--- src/rtl/uart_tx_piso.sv ---
// UART transmit framer: accepts one byte per valid/ready handshake and
// shifts it out as start bit, 8 data bits LSB first, optional parity bit
// and one or two stop bits. Bit timing comes from an internal divider, so
// no external baud tick is needed. Every output is driven from a flop.
//
// Handshake: a byte is taken on a rising edge where tx_valid and tx_ready
// are both high. tx_ready is high only in IDLE, and tx_data/tx_valid are
// ignored while it is low, so the source may change them freely mid-frame.
module uart_tx_piso #(
  parameter int BAUD_DIV   = 16,
  parameter int PARITY_EN  = 1,
  parameter int PARITY_ODD = 0,
  parameter int STOP_BITS  = 1
) (
  input  logic       reg_clk,
  input  logic       reg_rst_n,
  input  logic [7:0] tx_data,
  input  logic       tx_valid,
  output logic       tx_ready,
  output logic       serial_data_out,
  output logic       tx_busy,
  output logic       tx_done
);

  typedef enum logic [2:0] {
    S_IDLE,
    S_START,
    S_DATA,
    S_PARITY,
    S_STOP
  } state_e;

  // Last divider value of a bit period and last stop-bit index.
  localparam logic [15:0] DIV_LAST  = 16'(BAUD_DIV - 1);
  localparam logic [2:0]  STOP_LAST = 3'(STOP_BITS - 1);
  localparam logic        ODD_BIT   = (PARITY_ODD != 0);
  localparam logic        HAS_PAR   = (PARITY_EN != 0);

  state_e      state_q, state_d;
  logic [15:0] div_q, div_d;
  logic [2:0]  bit_q, bit_d;
  logic [8:0]  shift_q, shift_d;
  logic        line_q, line_d;
  logic        ready_q, ready_d;
  logic        busy_q, busy_d;
  logic        done_q, done_d;

  logic        accept;
  logic        bit_end;

  assign accept  = tx_valid && ready_q;
  assign bit_end = (div_q == DIV_LAST);

  // Next-state logic: divider, bit counter, shift register and frame state.
  always_comb begin
    state_d = state_q;
    div_d   = div_q;
    bit_d   = bit_q;
    shift_d = shift_q;
    case (state_q)
      S_IDLE: begin
        if (accept) begin
          state_d = S_START;
          div_d   = 16'd0;
          bit_d   = 3'd0;
          // Parity is fixed at acceptance from the latched byte.
          shift_d = {(^tx_data) ^ ODD_BIT, tx_data};
        end
      end
      S_START: begin
        if (bit_end) begin
          state_d = S_DATA;
          bit_d   = 3'd0;
        end
      end
      S_DATA: begin
        if (bit_end) begin
          // After the 8th shift the parity bit sits in shift_q[0].
          shift_d = {1'b0, shift_q[8:1]};
          if (bit_q == 3'd7) begin
            bit_d   = 3'd0;
            state_d = HAS_PAR ? S_PARITY : S_STOP;
          end else begin
            bit_d = bit_q + 3'd1;
          end
        end
      end
      S_PARITY: begin
        if (bit_end) begin
          state_d = S_STOP;
          bit_d   = 3'd0;
        end
      end
      S_STOP: begin
        if (bit_end) begin
          if (bit_q == STOP_LAST) begin
            state_d = S_IDLE;
            bit_d   = 3'd0;
          end else begin
            bit_d = bit_q + 3'd1;
          end
        end
      end
      default: begin
        state_d = S_IDLE;
        bit_d   = 3'd0;
      end
    endcase

    // The divider runs only inside a frame and wraps on every bit boundary.
    if (state_q != S_IDLE) begin
      div_d = bit_end ? 16'd0 : div_q + 16'd1;
    end
  end

  // Registered outputs are derived from the next-state values so they line
  // up with the state they describe in the same cycle.
  always_comb begin
    line_d  = 1'b1;
    ready_d = (state_d == S_IDLE);
    busy_d  = (state_d != S_IDLE);
    done_d  = (state_d == S_STOP) && (div_d == DIV_LAST) && (bit_d == STOP_LAST);
    case (state_d)
      S_START:  line_d = 1'b0;
      S_DATA:   line_d = shift_d[0];
      S_PARITY: line_d = shift_d[0];
      default:  line_d = 1'b1;
    endcase
  end

  // State and output registers; reset aborts any frame immediately.
  always_ff @(posedge reg_clk or negedge reg_rst_n) begin
    if (!reg_rst_n) begin
      state_q <= S_IDLE;
      div_q   <= 16'd0;
      bit_q   <= 3'd0;
      shift_q <= 9'd0;
      line_q  <= 1'b1;
      ready_q <= 1'b1;
      busy_q  <= 1'b0;
      done_q  <= 1'b0;
    end else begin
      state_q <= state_d;
      div_q   <= div_d;
      bit_q   <= bit_d;
      shift_q <= shift_d;
      line_q  <= line_d;
      ready_q <= ready_d;
      busy_q  <= busy_d;
      done_q  <= done_d;
    end
  end

  assign serial_data_out = line_q;
  assign tx_ready        = ready_q;
  assign tx_busy         = busy_q;
  assign tx_done         = done_q;

endmodule

--- config.mk ---
export PLATFORM = sky130hd
export DESIGN_NAME = uart_tx_piso
export DESIGN_NICKNAME = d
export VERILOG_FILES = /design/src/rtl/uart_tx_piso.sv
export SDC_FILE = /design/constraint.sdc
export NUM_CORES = 1
export LEC_CHECK = 0
export ABC_AREA = 1
export BUFFER_PORTS_ARGS = -buffer_cell sky130_fd_sc_hd__clkbuf_2
export CAP_MARGIN = 20
export CORE_ASPECT_RATIO = 0.8
export CORE_MARGIN = 1
export CORE_UTILIZATION = 54
export DETAILED_ROUTE_END_ITERATION = 8
export HOLD_SLACK_MARGIN = 0.02
export PLACE_DENSITY = 0.8
export SETUP_SLACK_MARGIN = 0.2
export SLEW_MARGIN = 25
export SYNTH_ARGS = -nofsm -noshare
export SYNTH_HDL_FRONTEND = slang
export SYNTH_SLANG_ARGS = --single-unit
--- constraint.sdc ---
create_clock -name reg_clk -period 1.7 [get_ports reg_clk]
set_input_delay 0.34 -clock reg_clk [delete_from_list [all_inputs] [get_ports reg_clk]]
set_output_delay 0.34 -clock reg_clk [all_outputs]
set_load 0.02 [all_outputs]
Word level (Yosys, flattened, before mapping)
Index checks and enable logic that the tools add are counted.

operators by class
  multiplexer cells = 23
  add/subtract/negate cells = 2
  reduce and logical (&&, ||, !) cells = 14
  equality and inequality tests = 13

operators by type and width
  kind                                                                    number
  16-bit 2-to-1 mux                                                       4
  3-bit 2-to-1 mux                                                        13
  16-bit by 4-bit equality test with 1-bit output, second input constant  2
  9-bit 2-to-1 mux                                                        2
  9-bit case mux with 2 select lines                                      1
  16-bit by 1-bit adder with 16-bit output, second input constant         1
  3-bit case mux with 5 select lines                                      1
  3-bit by 2-bit equality test with 1-bit output, second input constant   4
  3-bit zero test                                                         4
  3-bit case mux with 4 select lines                                      1
  3-bit equality test, second input constant                              3
  8-bit parity                                                            1
  3-bit by 1-bit equality test with 1-bit output, second input constant   2
  3-bit nonzero test                                                      2
  2-bit inequality test, second input constant                            2
  2-bit OR reduction                                                      2
  3-bit by 1-bit adder with 3-bit output, second input constant           1
  1-bit logical AND                                                       3
  3-bit AND reduction                                                     1
  1-bit case mux with 2 select lines                                      1
  2-bit nonzero test                                                      1

storage, ports and cells
  flip-flop bits (word level) = 35
  input bits = 11

Longest topological paths before layout
  depth in word-level cells = 7
  mapped depth = 14
  gate-level depth less buffers = 13

Least setup slack after synthesis
No wires, ideal clock.

  kind = reg-to-reg
  start point = reg div_q[0]
  end point = reg done_q, in the netlist tx_done
  setup slack = 0.118 ns
  stages on the path, launching flop included = 11
  setup time = 0.069 ns
  arrival time = 1.513 ns
  path through = dfrtp_1 > ha_1 > nand3_2 > nor2_1 > nand2_1 > buf_6 > o21bai_2 > nand2_1 > a21boi_2 > nand3_1 > nor2_2

between the ends
  word-level cells in the longest chain between the ends = 6
  elaborated cells between the ends (all ways) = 20
  those cells by class = add/sub (1); eq/ne (3); mux (13); reduce/logical (3)

ends and longest elaborated chain
  what                                                                                    RTL line  text
  start: declaration                                                                      40        logic [15:0] div_q, div_d;
  start signal: assignment                                                                144       div_q <= div_d;
  16-bit by 1-bit adder with 16-bit output (tied with other cells)                        112       div_d = bit_end ? 16'd0 : div_q + 16'd1;
  16-bit 2-to-1 mux (tied with other cells)                                               112
  16-bit 2-to-1 mux or 3-bit case mux with 5 select lines (tied branches)                 111, 60
  16-bit by 4-bit equality test with 1-bit output or 3-bit equality test (tied branches)  122       done_d = (state_d == S_STOP) && (div_d == DIV_LAST) && (bit_d == STOP_LAST);
  1-bit logical AND                                                                       122
  1-bit logical AND *                                                                     122
  named net done_d                                                                        46        logic done_q, done_d;
  end signal: assignment                                                                  150       done_q <= done_d;
  end: declaration                                                                        46

The timed path passes the listed nets; every way through them passes the cells marked *.
A chain may end at the register's enable or synchronous reset.

Worst setup path after layout
  start point = reg div_q[5]
  end point = reg busy_q, in the netlist tx_busy

between the ends
  word-level cells in the longest chain between the ends = 4
  elaborated cells between the ends (all ways) = 7
  those cells by class = eq/ne (1); mux (5); reduce/logical (1)

ends and longest elaborated chain
  what                                               RTL line  text
  16-bit by 4-bit equality test with 1-bit output *  52        assign bit_end = (div_q == DIV_LAST);
  3-bit 2-to-1 mux (on tied branches)                n/a
  3-bit case mux with 5 select lines *               60        case (state_q)
  named net state_d[2]                               39        state_e state_q, state_d;
  3-bit nonzero test *                               121       busy_d = (state_d != S_IDLE);
  named net busy_d                                   45        logic busy_q, busy_d;
  end signal: assignment                             149       busy_q <= busy_d;
  end: declaration                                   45

Marks and branches as above.

==> results.ini <==
[status]
status = finished with violations
failed_checks = setup timing

[sta]
finalSetupTns_ns = -0.134
setup_viol = 2
fmaxAchievable_mhz = 565
fin_ws_ns = -0.0686
hold_viol_final = 0
maxSlewHeadroom_pct = 80.6
worst_pin_slew_ns = 0.288
fin_max_slew_vios = 0
rsz0062_at_grt = yes
final.hold.worst_slack_ns = 0.293
post_layout_min_period_ns = 1.77
finalClockSkew_ns = 0.00848
final.period_utilization_pct = 104

[worst_setup_path]
cp_max_fo = 5
worst_ep_required_time_ns = 1.89
path_buf_inv = 4
worst_setup_path_end_kind = register
r2r_setup_slack_ns = -0.07
critical_path_arrival_ns = 1.95
critPathSlowestCell = sky130_fd_sc_hd__dfrtp_1
cp_slowest_stage_delay_ns = 0.45
setup.worst_path.start_class = register
critPathKind = register to register
critPathTopFamily = simple AND/OR/NAND/NOR gates
critical_path.cell_chain = nor2_1, nand2_2, nor2_4, nand2_2, buf_6, o21bai_4, o21ai_2, buf_4, buf_6, nor2_4, inv_1

[final_layout]
final_util_pct = 79.0
n_antenna_cell = 0
post-route-cell-area_sq_um = 3040
layout-drive-gt1-share_pct = 37.3
final-instance-count-excl-fill = 417
fill_cells = 244
final-seq-area_sq_um = 881
multi_input_area_sq_um = 1370
fin_nets = 376
syn_to_layout_area_delta_pct = 37.8

[clock_tree]
clock_sink_count = 35
cts.clk_slew.worst_paths_ns = 0.07
htree_levels = 2
numCtsBuffers = 5
cts_tree = yes
cts.path.max_buffers = 2
clk_latency_ns = 0.29
root_buf_cell = sky130_fd_sc_hd__clkbuf_8

[drt]
detail_route.drc_violations = 0
final_antenna_net_count = 0
detail_route.first_pass.iterations = 5
drt_iter0_drc = 170
avgRoutedWirePerCell_microns = 14.6
dr_total_vias = 2278
vias_per_cell = 5.46
detail_route.wirelength_microns = 6090

[synth]
synth_area_sq_um = 2210
yosys_warnings = 0
syn-num-nets = 317
muxShareOfSynthArea_pct = 0
yosys.area_share.simple_pct = 37.8
synth-edff-count = 0
post_synth_xor_area_fraction_pct = 2.78
postSynthRegisterBits = 35
netlist-cell-type-count = 34
synth_compound_area_share_pct = 7.31
yosysSeqAreaShare_pct = 39.8
syn_avg_cell_area_sq_um = 7.31
synth-async-reset-ratio_pct = 100
main_combinational_cell_family_by_area_after_synthesis = simple AND/OR/NAND/NOR gates
synthAdderAreaFrac_pct = 2.27
synthCells = 302
synth_ff_type = sky130_fd_sc_hd__dfrtp_1

[global_routing]
wire_length_of_the_first_global_routing_pass_microns = 9030
sum_of_overflow_across_all_layers_after_global_routing = 0
number_of_antenna_violations_at_the_first_check_in_global_routing = 0
pin_count_of_the_biggest_net_entering_global_routing = 35
grt_pass1_vias = 1993
grt.total_usage_pct = 28.2

[power_and_ir_drop]
power.sequential.fraction_pct = 53.3
p_leak_nw = 1.53
power.density_nw_per_um2 = 513
ir_drop_mv = 0.523
power.switching_fraction_pct = 21.3
clk_pwr_share_pct = 42.8
net-switching-power_mw = 0.333
p_int_mw = 1.23
comb_pwr_share_pct = 3.9

[die]
die_w_microns = 73.5
initial_cell_density_of_the_core_pct = 57.3
placementRows = 20
floorplan.die_area_sq_um = 4350
io_pins = 15
placeableCoreArea_sq_um = 3850
floorplan.die.height_microns = 59.2

[worst_hold_path]
path_category_of_the_worst_min_delay_check = primary input to register

[placement]
numPortBuffers = 14
dpl-instance-area_sq_um = 2540
dp.final_hpwl_microns = 3780
routabilityCongestion = 0.903
placed_cells = 395

[run]
cap_violations = 0

## final cells by class
cell class / instances / share of cell area [%]
clock buffer: 8 / 3.29
inverter: 45 / 6.04
multi-input combinational: 217 / 44.9
sequential: 35 / 28.9
tap: 55 / 2.26
timing repair buffer: 57 / 14.5
## per-layer routing
layer / track usage [%] / part of all wire (%) / vias up
met2: 47.3 / 51 / 97
li1: - / - / 1078
met3: 5.44 / 6.3 / 17
met5: 0 / 0 / -
met1: 36.7 / 41 / 1086
met4: 9.62 / 1.7 / 0
## kinds of logic after synthesis
logic type	count (synthesis)
and+or+nand+nor	183
DFF	35
buffers and inverters	50
adders and majority gates	4
xor gates and xnor gates	7
AOI/OAI and AO/OA	23
## state kept, by name (all words and copies together), names as in the netlist
register and flops:
bit_q 3, tx_done 1, div_q 16, serial_data_out 1, tx_ready 1, shift_q 9, tx_busy 1, state_q 3
## worst min-delay path: cells and delay by family
kind	cells	cell delay, ns
buf+inv	1	0.10
simple gates	1	0.06
compound gates	1	0.05
## stage by stage
step	total power [mW]	worst slack, ns
final	1.56	-0.0686
after global routing	1.61	-0.158
after CTS	1.56	-0.0391
after detailed placement	0.907	-0.113
after global placement	0.906	-0.0529
after floorplan	0.869	0.152
## final timing paths
| path | from | to | depth (start not counted) |
|---|---|---|---|
| worst max-delay path | div_q[5] | tx_busy | 11 |
| worst min-delay path | tx_data[3] | shift_q[3] | 3 |
| worst max register to register | div_q[5] | tx_busy | 11 |
| worst min register to register | shift_q[0] | shift_q[0] | 2 |
| max in group asynchronous | reg_rst_n | serial_data_out | 3 |
| min in group asynchronous | reg_rst_n | tx_busy | 2 |
## power by group through the flow
stage | combinational, mW | sequential [mW] | clock [mW]
after CTS | 0.0611 | 0.833 | 0.670
final | 0.0607 | 0.833 | 0.669
after floorplan | 0.0202 | 0.849 | 0
after global placement | 0.0576 | 0.848 | 0
after global routing | 0.0691 | 0.832 | 0.706
after detailed placement | 0.0590 | 0.848 | 0
## cell usage in the layout (no fill, tap or decap), types with 4 or more instances in the layout
master and instances:
sky130_fd_sc_hd__buf_4 33, sky130_fd_sc_hd__nand3_1 28, sky130_fd_sc_hd__dfrtp_1 31, sky130_fd_sc_hd__nor2_2 8
sky130_fd_sc_hd__nand3_2 6, sky130_fd_sc_hd__clkbuf_2 14, sky130_fd_sc_hd__o21ai_0 4, sky130_fd_sc_hd__clkbuf_8 7
sky130_fd_sc_hd__nor2_1 18, sky130_fd_sc_hd__nand4_1 5, sky130_fd_sc_hd__xnor2_1 6, sky130_fd_sc_hd__inv_1 40
sky130_fd_sc_hd__nor2_4 9, sky130_fd_sc_hd__buf_6 7, sky130_fd_sc_hd__nand2_1 78, sky130_fd_sc_hd__nand2_2 18
sky130_fd_sc_hd__o221ai_2 6
## Yosys cell counts, types with 2 or more instances
library cell / count / share of area [%]
sky130_fd_sc_hd__nand2_1: 94 / 16
sky130_fd_sc_hd__inv_1: 40 / 6.8
sky130_fd_sc_hd__nand3_1: 34 / 7.7
sky130_fd_sc_hd__dfrtp_1: 33 / 37
sky130_fd_sc_hd__nor2_1: 28 / 4.8
sky130_fd_sc_hd__o221ai_1: 7 / 2.8
sky130_fd_sc_hd__xnor2_1: 6 / 2.4
sky130_fd_sc_hd__nand2_2: 5 / 1.4
sky130_fd_sc_hd__nand4_1: 5 / 1.4
sky130_fd_sc_hd__nor2_2: 5 / 1.4
sky130_fd_sc_hd__o21ai_0: 5 / 1.1
sky130_fd_sc_hd__ha_1: 4 / 2.3
sky130_fd_sc_hd__a21oi_1: 3 / 0.68
sky130_fd_sc_hd__nand3b_1: 3 / 1.0
sky130_fd_sc_hd__o21ai_1: 3 / 0.68
sky130_fd_sc_hd__buf_2: 2 / 0.45
sky130_fd_sc_hd__buf_6: 2 / 1.0
sky130_fd_sc_hd__dfstp_2: 2 / 2.4
sky130_fd_sc_hd__inv_2: 2 / 0.34
sky130_fd_sc_hd__inv_4: 2 / 0.57
sky130_fd_sc_hd__nand3_2: 2 / 0.91
sky130_fd_sc_hd__nor2_4: 2 / 1.0
sky130_fd_sc_hd__o21bai_1: 2 / 0.68
## repair_timing
item	4_1_cts	5_1_grt
pin swaps	12	26
hold endpoints to repair	1	0
setup buffers	2	11
setup endpoints to repair	15	19
hold buffers	1	0
gates resized for setup	31	43
(Power assumes the default switching activity.)
